`config.mk`:
```
export PLATFORM = sky130hd
export DESIGN_NAME = line_cmd_queue
export DESIGN_NICKNAME = d
export VERILOG_FILES = /design/src/rtl/line_pkg.sv /design/src/rtl/line_cmd_fifo.sv /design/src/rtl/line_cmd_queue.sv
export SDC_FILE = /design/constraint.sdc
export NUM_CORES = 1
export LEC_CHECK = 0
export BUFFER_PORTS_ARGS = -buffer_cell sky130_fd_sc_hd__buf_2
export CAP_MARGIN = 20
export CORE_ASPECT_RATIO = 1.4
export CORE_UTILIZATION = 60
export CTS_BUF_LIST = sky130_fd_sc_hd__clkbuf_4
export DETAILED_ROUTE_END_ITERATION = 8
export GPL_ROUTABILITY_DRIVEN = 0
export MAX_ROUTING_LAYER = met4
export PLACE_DENSITY_LB_ADDON = 0.1
export SLEW_MARGIN = 20
export SYNTH_ARGS = -nofsm -noshare
export SYNTH_HDL_FRONTEND = slang
export SYNTH_HIERARCHICAL = 1
export SYNTH_SLANG_ARGS = --single-unit
```
`constraint.sdc`:
```
create_clock -name i_clk -period 5 [get_ports i_clk]
set_input_delay 0.25 -clock i_clk [delete_from_list [all_inputs] [get_ports i_clk]]
set_output_delay 0.25 -clock i_clk [all_outputs]
set_load 0.02 [all_outputs]
```
`src/rtl/line_pkg.sv`:
```
// Shared definitions for the line command queue: default widths,
// dispatcher states and the packed segment layout {x0, y0, x1, y1, col}.
package line_pkg;

  localparam int XW_DEF    = 9;
  localparam int YW_DEF    = 8;
  localparam int CW_DEF    = 3;
  localparam int DEPTH_DEF = 4;

  typedef enum logic [1:0] {
    IDLE  = 2'd0,
    START = 2'd1,
    WAIT  = 2'd2
  } disp_state_t;

  function automatic int seg_width(input int xw, input int yw, input int cw);
    return 2 * xw + 2 * yw + cw;
  endfunction

endpackage

```
`src/rtl/line_cmd_fifo.sv`:
```
// First-word fall-through segment FIFO with registered occupancy/full/empty.
// A push while full is accepted only when a pop happens at the same edge.
module line_cmd_fifo #(
  parameter int W     = 8,
  parameter int DEPTH = 4
) (
  input  logic                     clk,
  input  logic                     rst,
  input  logic                     push,
  input  logic                     pop,
  input  logic [W-1:0]             din,
  output logic [W-1:0]             dout,
  output logic [$clog2(DEPTH):0]   count,
  output logic                     full,
  output logic                     empty
);

  localparam int AW   = $clog2(DEPTH);
  localparam int CNTW = AW + 1;
  localparam logic [AW-1:0]   PTR_ONE  = AW'(1);
  localparam logic [CNTW-1:0] CNT_ONE  = CNTW'(1);
  localparam logic [CNTW-1:0] CNT_FULL = CNTW'(DEPTH);

  logic [W-1:0]    mem [DEPTH];
  logic [AW-1:0]   wr_ptr;
  logic [AW-1:0]   rd_ptr;
  logic [CNTW-1:0] cnt_nxt;
  logic            do_push;
  logic            do_pop;

  assign do_pop  = pop & ~empty;
  assign do_push = push & (~full | do_pop);
  assign dout    = mem[rd_ptr];

  always_comb begin
    cnt_nxt = count;
    case ({do_push, do_pop})
      2'b10:   cnt_nxt = count + CNT_ONE;
      2'b01:   cnt_nxt = count - CNT_ONE;
      default: cnt_nxt = count;
    endcase
  end

  // Storage carries no reset; occupancy alone defines what is valid.
  always_ff @(posedge clk) begin
    if (do_push) mem[wr_ptr] <= din;
  end

  always_ff @(posedge clk or posedge rst) begin
    if (rst) begin
      wr_ptr <= '0;
      rd_ptr <= '0;
      count  <= '0;
      full   <= 1'b0;
      empty  <= 1'b1;
    end else begin
      if (do_push) wr_ptr <= wr_ptr + PTR_ONE;
      if (do_pop)  rd_ptr <= rd_ptr + PTR_ONE;
      count <= cnt_nxt;
      full  <= (cnt_nxt == CNT_FULL);
      empty <= (cnt_nxt == '0);
    end
  end

endmodule

```
`src/rtl/line_cmd_queue.sv`:
```
// Polyline command queue: captures user points, forms segments on each go edge,
// buffers them and dispatches one at a time to the line drawer via start/done.
module line_cmd_queue
  import line_pkg::*;
#(
  parameter int XW    = XW_DEF,
  parameter int YW    = YW_DEF,
  parameter int CW    = CW_DEF,
  parameter int DEPTH = DEPTH_DEF
) (
  input  logic                   i_clk,
  input  logic                   i_reset,
  input  logic [XW-1:0]          i_val,
  input  logic                   i_setx,
  input  logic                   i_sety,
  input  logic                   i_setcol,
  input  logic                   i_go,
  input  logic                   i_penup,
  input  logic                   i_done,
  output logic [XW-1:0]          o_x0,
  output logic [XW-1:0]          o_x1,
  output logic [YW-1:0]          o_y0,
  output logic [YW-1:0]          o_y1,
  output logic [CW-1:0]          o_color,
  output logic                   o_start,
  output logic [XW-1:0]          o_xin,
  output logic [YW-1:0]          o_yin,
  output logic [CW-1:0]          o_cin,
  output logic [$clog2(DEPTH):0] o_count,
  output logic                   o_full,
  output logic                   o_empty,
  output logic                   o_busy,
  output logic                   o_overflow
);

  localparam int SW = seg_width(XW, YW, CW);

  logic [XW-1:0] xin, pen_x, hd_x0, hd_x1;
  logic [YW-1:0] yin, pen_y, hd_y0, hd_y1;
  logic [CW-1:0] cin, hd_col;
  logic          go_q, anchor, overflow;
  logic          commit, want_push, push_ok, drop, pen_move, pop;
  logic [SW-1:0] push_seg, head_seg;
  disp_state_t   state_q, state_d;

  assign commit    = i_go & ~go_q;
  assign want_push = commit & ~anchor;
  assign pop       = (state_q == IDLE) & ~o_empty;
  assign push_ok   = want_push & (~o_full | pop);
  assign drop      = want_push & ~push_ok;
  // An anchoring commit never pushes, so it moves the pen even when full.
  assign pen_move  = (commit & anchor) | push_ok;
  assign push_seg  = {xin, yin, pen_x, pen_y, cin};
  assign {hd_x0, hd_y0, hd_x1, hd_y1, hd_col} = head_seg;

  line_cmd_fifo #(.W(SW), .DEPTH(DEPTH)) u_fifo (
    .clk   (i_clk),
    .rst   (i_reset),
    .push  (push_ok),
    .pop   (pop),
    .din   (push_seg),
    .dout  (head_seg),
    .count (o_count),
    .full  (o_full),
    .empty (o_empty)
  );

  always_ff @(posedge i_clk or posedge i_reset) begin
    if (i_reset) begin
      xin      <= '0;
      yin      <= '0;
      cin      <= '0;
      go_q     <= 1'b0;
      pen_x    <= '0;
      pen_y    <= '0;
      anchor   <= 1'b0;
      overflow <= 1'b0;
    end else begin
      if (i_setx)   xin <= i_val;
      if (i_sety)   yin <= i_val[YW-1:0];
      if (i_setcol) cin <= i_val[CW-1:0];
      go_q <= i_go;
      if (pen_move) begin
        pen_x <= xin;
        pen_y <= yin;
      end
      // Penup wins over clearing, so a same-cycle commit uses the old anchor.
      if (i_penup)               anchor <= 1'b1;
      else if (commit && anchor) anchor <= 1'b0;
      if (drop) overflow <= 1'b1;
    end
  end

  always_ff @(posedge i_clk or posedge i_reset) begin
    if (i_reset) begin
      state_q <= IDLE;
      o_x0    <= '0;
      o_y0    <= '0;
      o_x1    <= '0;
      o_y1    <= '0;
      o_color <= '0;
    end else begin
      state_q <= state_d;
      if (pop) begin
        o_x0    <= hd_x0;
        o_y0    <= hd_y0;
        o_x1    <= hd_x1;
        o_y1    <= hd_y1;
        o_color <= hd_col;
      end
    end
  end

  always_comb begin
    state_d = state_q;
    case (state_q)
      IDLE:    if (!o_empty) state_d = START;
      START:   state_d = WAIT;
      WAIT:    if (i_done) state_d = IDLE;
      default: state_d = IDLE;
    endcase
  end

  assign o_start    = (state_q == START);
  assign o_busy     = (state_q != IDLE);
  assign o_xin      = xin;
  assign o_yin      = yin;
  assign o_cin      = cin;
  assign o_overflow = overflow;

endmodule
```
; ---- Word level (Yosys, flattened, before mapping)
; Memory sizes are Yosys's and may differ from the RTL's. A register that Yosys moved wholly into a read port is not among the register bits.
; Index checks and enable logic that the tools add are counted.
[classes]
n_addsub = 4
n_eq_ne = 7
mux = 8
bitwise_logic = 16
reduce_logical = 6
[op_table]
columns = cell, count
row1 = $and 1x1->1, 8
row2 = $pmux 2 s3, 1
row3 = $pmux 3 s2, 1
row4 = $not 1->1, 5
row5 = $add 2x1->2 const B, 2
row6 = $eq 2x1->1 const B, 2
row7 = $eq 2x2->1 const B, 2
row8 = $mux 1, 4
row9 = $mux 2, 2
row10 = $ne 2x2->1 const B, 2
row11 = $reduce_bool 2->1, 2
row12 = $add 3x1->3 const B, 1
row13 = $eq 3x3->1 const B, 1
row14 = $logic_not 3->1, 1
row15 = $or 1x1->1, 3
row16 = $sub 3x1->3 const B, 1
row17 = $logic_not 2->1, 1
row18 = $reduce_and 2->1, 1
row19 = $logic_and 1x1->1, 1
[word_totals]
reg_bits = 51
mem_bits_rw = 148
word_cells = 56
memories = 1
[mem_list]
columns = memory, depth, width, rd, rd_ports_with_merged_regs, wr, line_no
row1 = u_fifo.mem, 4, 37, 1, 1, 1, line_cmd_fifo.sv:24  ; logic [W-1:0] mem [DEPTH];

; ---- Depth between registers and ports, before layout
[logic_depth]
depth_word = 8
mapped_depth = 13

; ---- Cells and area by module
; Netlist, hierarchy kept.
[by_module_without_submodules]
columns = mod, instances, cells_each, area_each_um2, seq_area_each_um2
row1 = line_cmd_fifo, 1, 240, 5843.1, 4670.7
row2 = line_cmd_queue, 1, 177, 2987.9, 1976.9

; ---- Least setup slack after synthesis
; No wires, ideal clock.
[synth_timing]
kind = register to register
startpoint = register u_fifo.empty
endpoint = register u_fifo.full
t_arrival_ps = 2841
t_required_ps = 4873
path_slack_ps = 2032
path_stages_with_launch = 14
n_path_buf = 2
period_less_slack_ps = 2968
cell_sequence = dfstp_2 -> or3_1 -> buf_2 -> clkbuf_1 -> inv_1 -> nor2b_1 -> o21a_1 -> inv_1 -> ha_1 -> inv_1 -> fa_1 -> and3b_1 -> a32oi_1 -> o21ai_0
[synth_via]
elab_chain_len = 8
word_cells_on_any_way = 11
classes_between = eq/ne: 3 / mux: 1 / bitwise: 7
[synth_lines]
columns = element, line_no
row1 = start: declaration, line_cmd_fifo.sv:15  ; output logic empty
row2 = start signal: assignment, line_cmd_fifo.sv:61  ; empty <= (cnt_nxt == '0);
row3 = $not 1->1 (*), line_cmd_queue.sv:48  ; assign pop = (state_q == IDLE) & ~o_empty;
row4 = $and 1x1->1 (*), line_cmd_queue.sv:48
row5 = via pop, line_cmd_queue.sv:42  ; logic commit, want_push, push_ok, drop, pen_move, pop;
row6 = $and 1x1->1 (*), line_cmd_fifo.sv:31  ; assign do_pop = pop & ~empty;
row7 = via u_fifo.do_pop, line_cmd_fifo.sv:29  ; logic do_pop;
row8 = $or 1x1->1, line_cmd_fifo.sv:32  ; assign do_push = push & (~full | do_pop);
row9 = $and 1x1->1, line_cmd_fifo.sv:32
row10 = $eq 2x1->1 or $eq 2x2->1 (tied branches), line_cmd_fifo.sv:37  ; case ({do_push, do_pop})
row11 = $pmux 3 s2 (*), line_cmd_fifo.sv:37
row12 = $eq 3x3->1 (*), line_cmd_fifo.sv:60  ; full <= (cnt_nxt == CNT_FULL);
row13 = end signal: assignment, line_cmd_fifo.sv:60
row14 = end: declaration, line_cmd_fifo.sv:14  ; output logic full,
; The timed path passes the listed nets; every way through them passes the cells marked *.
; A chain may end at the register's enable or synchronous reset.

; ---- Worst setup path in the final report
[layout_timing]
startpoint = register state_q[0]
endpoint = register u_fifo.full
[layout_via]
elab_chain_len = 8
word_cells_on_any_way = 11
classes_between = eq/ne: 3 / mux: 1 / bitwise: 6 / reduce/logical: 1
[layout_lines]
columns = element, line_no
row1 = start: declaration, line_cmd_queue.sv:44  ; disp_state_t state_q, state_d;
row2 = start signal: assignment, line_cmd_queue.sv:103  ; state_q <= state_d;
row3 = $logic_not 2->1 (*), line_cmd_queue.sv:48
row4 = $and 1x1->1 (*), line_cmd_queue.sv:48
row5 = via pop, line_cmd_queue.sv:42
row6 = $and 1x1->1 (*), line_cmd_fifo.sv:31
row7 = via u_fifo.do_pop, line_cmd_fifo.sv:29
row8 = $or 1x1->1, line_cmd_fifo.sv:32
row9 = $and 1x1->1, line_cmd_fifo.sv:32
row10 = $eq 2x1->1 or $eq 2x2->1 (tied branches), line_cmd_fifo.sv:37
row11 = $pmux 3 s2 (*), line_cmd_fifo.sv:37
row12 = $eq 3x3->1 (*), line_cmd_fifo.sv:60
; Marks and branches as above.

==> impl_metrics.ini <==
[power]
powerDensity_nw_per_um2 = 557.3
pwr-share-seq_pct = 46.5
p_leak_nw = 3.953
power.net_switching_mw = 1.725
combPwrFrac_pct = 28.2
ir_drop_v = 0.0004136
p_clk_share_pct = 25.2
p_total_mw = 5.709
p_int_mw = 3.984
switching_share_pct = 30.22

[logic_synthesis]
syn_nets = 440
synthDominantCellAreaShare_pct = 50.33
yosysWarnings = 6
synthTopCellsByArea = edfxtp_1 (50%), dfrtp_1 (25%), mux4_2 (9.4%)
synth.distinct_cells = 33
synth.largest_area_cell = edfxtp_1
syn_inst = 417
synth_seq_area_share_pct = 75.28
ys_ff_latch = 236
syn_avg_cell_area_um2 = 21.18
syn_area_um2 = 8831

[clocking]
cts.repair.resized = 0
htree_levels = 2
clk_pin_slew_worst_paths_ns = 0.07
insertion_delay_ns = 0.60
postCtsSetupRepairBufs = 0
clockBufferDepth = 3
numCtsBuffers = 52
clkSinkCount = 236
cts_tree = built
cts_root_buf = clkbuf_4

[cells_and_area]
fin_nets = 577
final_common_cell = edfxtp_1
final_util_pct = 70.92
areaGrowthSynthToFinish_pct = 16.00
layout_common_cells = edfxtp_1 (148), dfrtp_1 (86), buf_2 (81), clkbuf_4 (78), mux2_2 (65)
drive_gt1_share_pct = 48.49
fin_area_um2 = 10240

[sta]
rsz0062_at_grt = false
slew_viol_final = 0
finalSetupTns_ns = 0
slew_headroom_pct = 28.12
setup_viol = 0
tightest_slew_ns = 1.078
finClkSkew_ns = 0.01854
min_period_over_period_pct = 72.02
fmax_mhz = 277.7
hold_viol = 0
period_needed_ns = 3.601

[drt]
drc = 0
num_vias = 4283
ant_nets = 0
dr.pass1.iters = 4
viasPerCell = 5.449
drt_iter0_markers = 172
wirelength_mm = 15.38
routedWlPerCell_um = 19.57

[die]
die_area_um2 = 15210
die_h_um = 145.5
core_um2 = 14440
start_util_pct = 61.14
io_pins = 82
rows = 52
die_x_um = 104.5

[grt]
grt.overflow.total = 0
antenna_found_initial = 1
grtUsageTotal_pct = 22.70
grt_pass1_wl_mm = 25.06
grt_max_degree = 80
grt_pass1_vias = 4718

[setup_path]
crit_type = register to register
arrival_ns = 4.07
cp-start-kind = register
critPathCaptureType = register
rr_worst_depth = 11
worst-path-max-fanout = 42
crit_required_ns = 5.47

[job]
cap_violations = 0

[status]
run_status = complete, no violations

[hold_path]
hold_path_depth = 3
hp-class = input port to register

[placed_design]
port_buffers = 81
post-dp-hpwl_mm = 8.891
dpl-instance-area_um2 = 9405
-- cell usage after synthesis --
library cell and count:
mux2i_1 1, and3b_1 1, nor3b_1 1, a31o_1 1
clkbuf_1 7, a21o_1 1, or2_2 2, or3_1 1
xor2_1 2, nand2_1 1, mux2_4 10, o21a_1 1
and2_1 4, ha_1 5, a32oi_1 1, inv_1 13
buf_6 4, mux2_2 65, dfstp_2 1, nor2_1 2
edfxtp_1 148, nand3_1 2, dfrtp_1 87, a211oi_1 1
fa_1 1, buf_2 4, nor2b_1 2, o21ai_0 2
buf_4 2, mux4_2 37, a31o_2 1, xnor2_1 5
nand2b_1 1
-- area by class of cell --
type	count	area, um2
diodes	1	2.502
clock buffers	78	585.6
clock inverters	18	96.34
fillers	973	4200
inverters	13	50.05
multi-input cells	151	2034
flip-flops and latches	236	6649
well taps	189	236.5
repair buffers	100	589.3
-- power groups by stage --
stage	Clock, mW	Combinational (mW)	Sequential [mW]
after floorplan	0	1.04	2.84
after global placement	0	1.58	2.68
after detailed placement	0	1.63	2.71
after CTS	1.49	1.64	2.67
after global routing	1.58	1.73	2.71
final	1.44	1.61	2.66
-- repair_timing --
item	4_1_cts	5_1_grt
hold endpoints to repair	40	0
hold buffers	15	0
setup endpoints to repair	0	0
-- per-layer routing --
layer | share of wire (%) | vias up | global-route usage (%) | wire length (um)
met4 | 2.0 | 0 | 9.071 | 308
met2 | 55 | 105 | 38.58 | 8416
met3 | 3.9 | 23 | 3.717 | 595
met5 | 0 | - | - | 0
li1 | - | 1938 | - | -
met1 | 39 | 2217 | 27.20 | 6061
-- state kept, by name, indices dropped and copies added, names as in the netlist, 8 cells and up --
signal,cells
o_x0,9
o_xin,9
o_y0,8
pen_y,8
pen_x,9
o_yin,8
o_x1,9
u_fifo/mem,148
o_y1,8
-- per-stage QoR --
| stage | setup slack, ns | cells | hold WS (ns) |
|---|---|---|---|
| after global routing | 1.114 | 786 | 0.06444 |
| after global placement | 1.590 | 674 | 0.2409 |
| final | 1.399 | 786 | 0.05508 |
| after floorplan | 2.032 | 417 | 0.07720 |
| after CTS | 1.385 | 785 | 0.0004182 |
| after detailed placement | 1.398 | 674 | 0.2543 |
-- critical path: stages, from the launching register on --
cell and delay, ns:
dfrtp_1 0.40, or3_2 0.94, inv_1 0.13, nor2b_1 0.32, o21a_1 0.29, inv_1 0.07
ha_1 0.25, inv_1 0.09, fa_1 0.44, and3b_1 0.22, a32oi_1 0.21, o21ai_0 0.11
-- worst paths after layout --
check	start	endpoint	slack, ns
max	state_q[0]	u_fifo/full	1.40
min	i_done	state_q[1]	0.06
max reg2reg	state_q[0]	u_fifo/full	1.40
min reg2reg	o_overflow	o_overflow	0.49
max in group asynchronous	i_reset	o_xin[5]	4.06
min in group asynchronous	i_reset	u_fifo/count[2]	0.19
-- cell families after synthesis --
kind of cell | Yosys count | synth area share [%]
simple gates | 17 | 1.134
flops | 236 | 75.28
buf+inv | 30 | 1.757
compound gates | 8 | 0.6661
fa+ha+maj | 6 | 0.9351
mux | 113 | 19.54
xor+xnor | 7 | 0.6943
(Power assumes the default switching activity.)
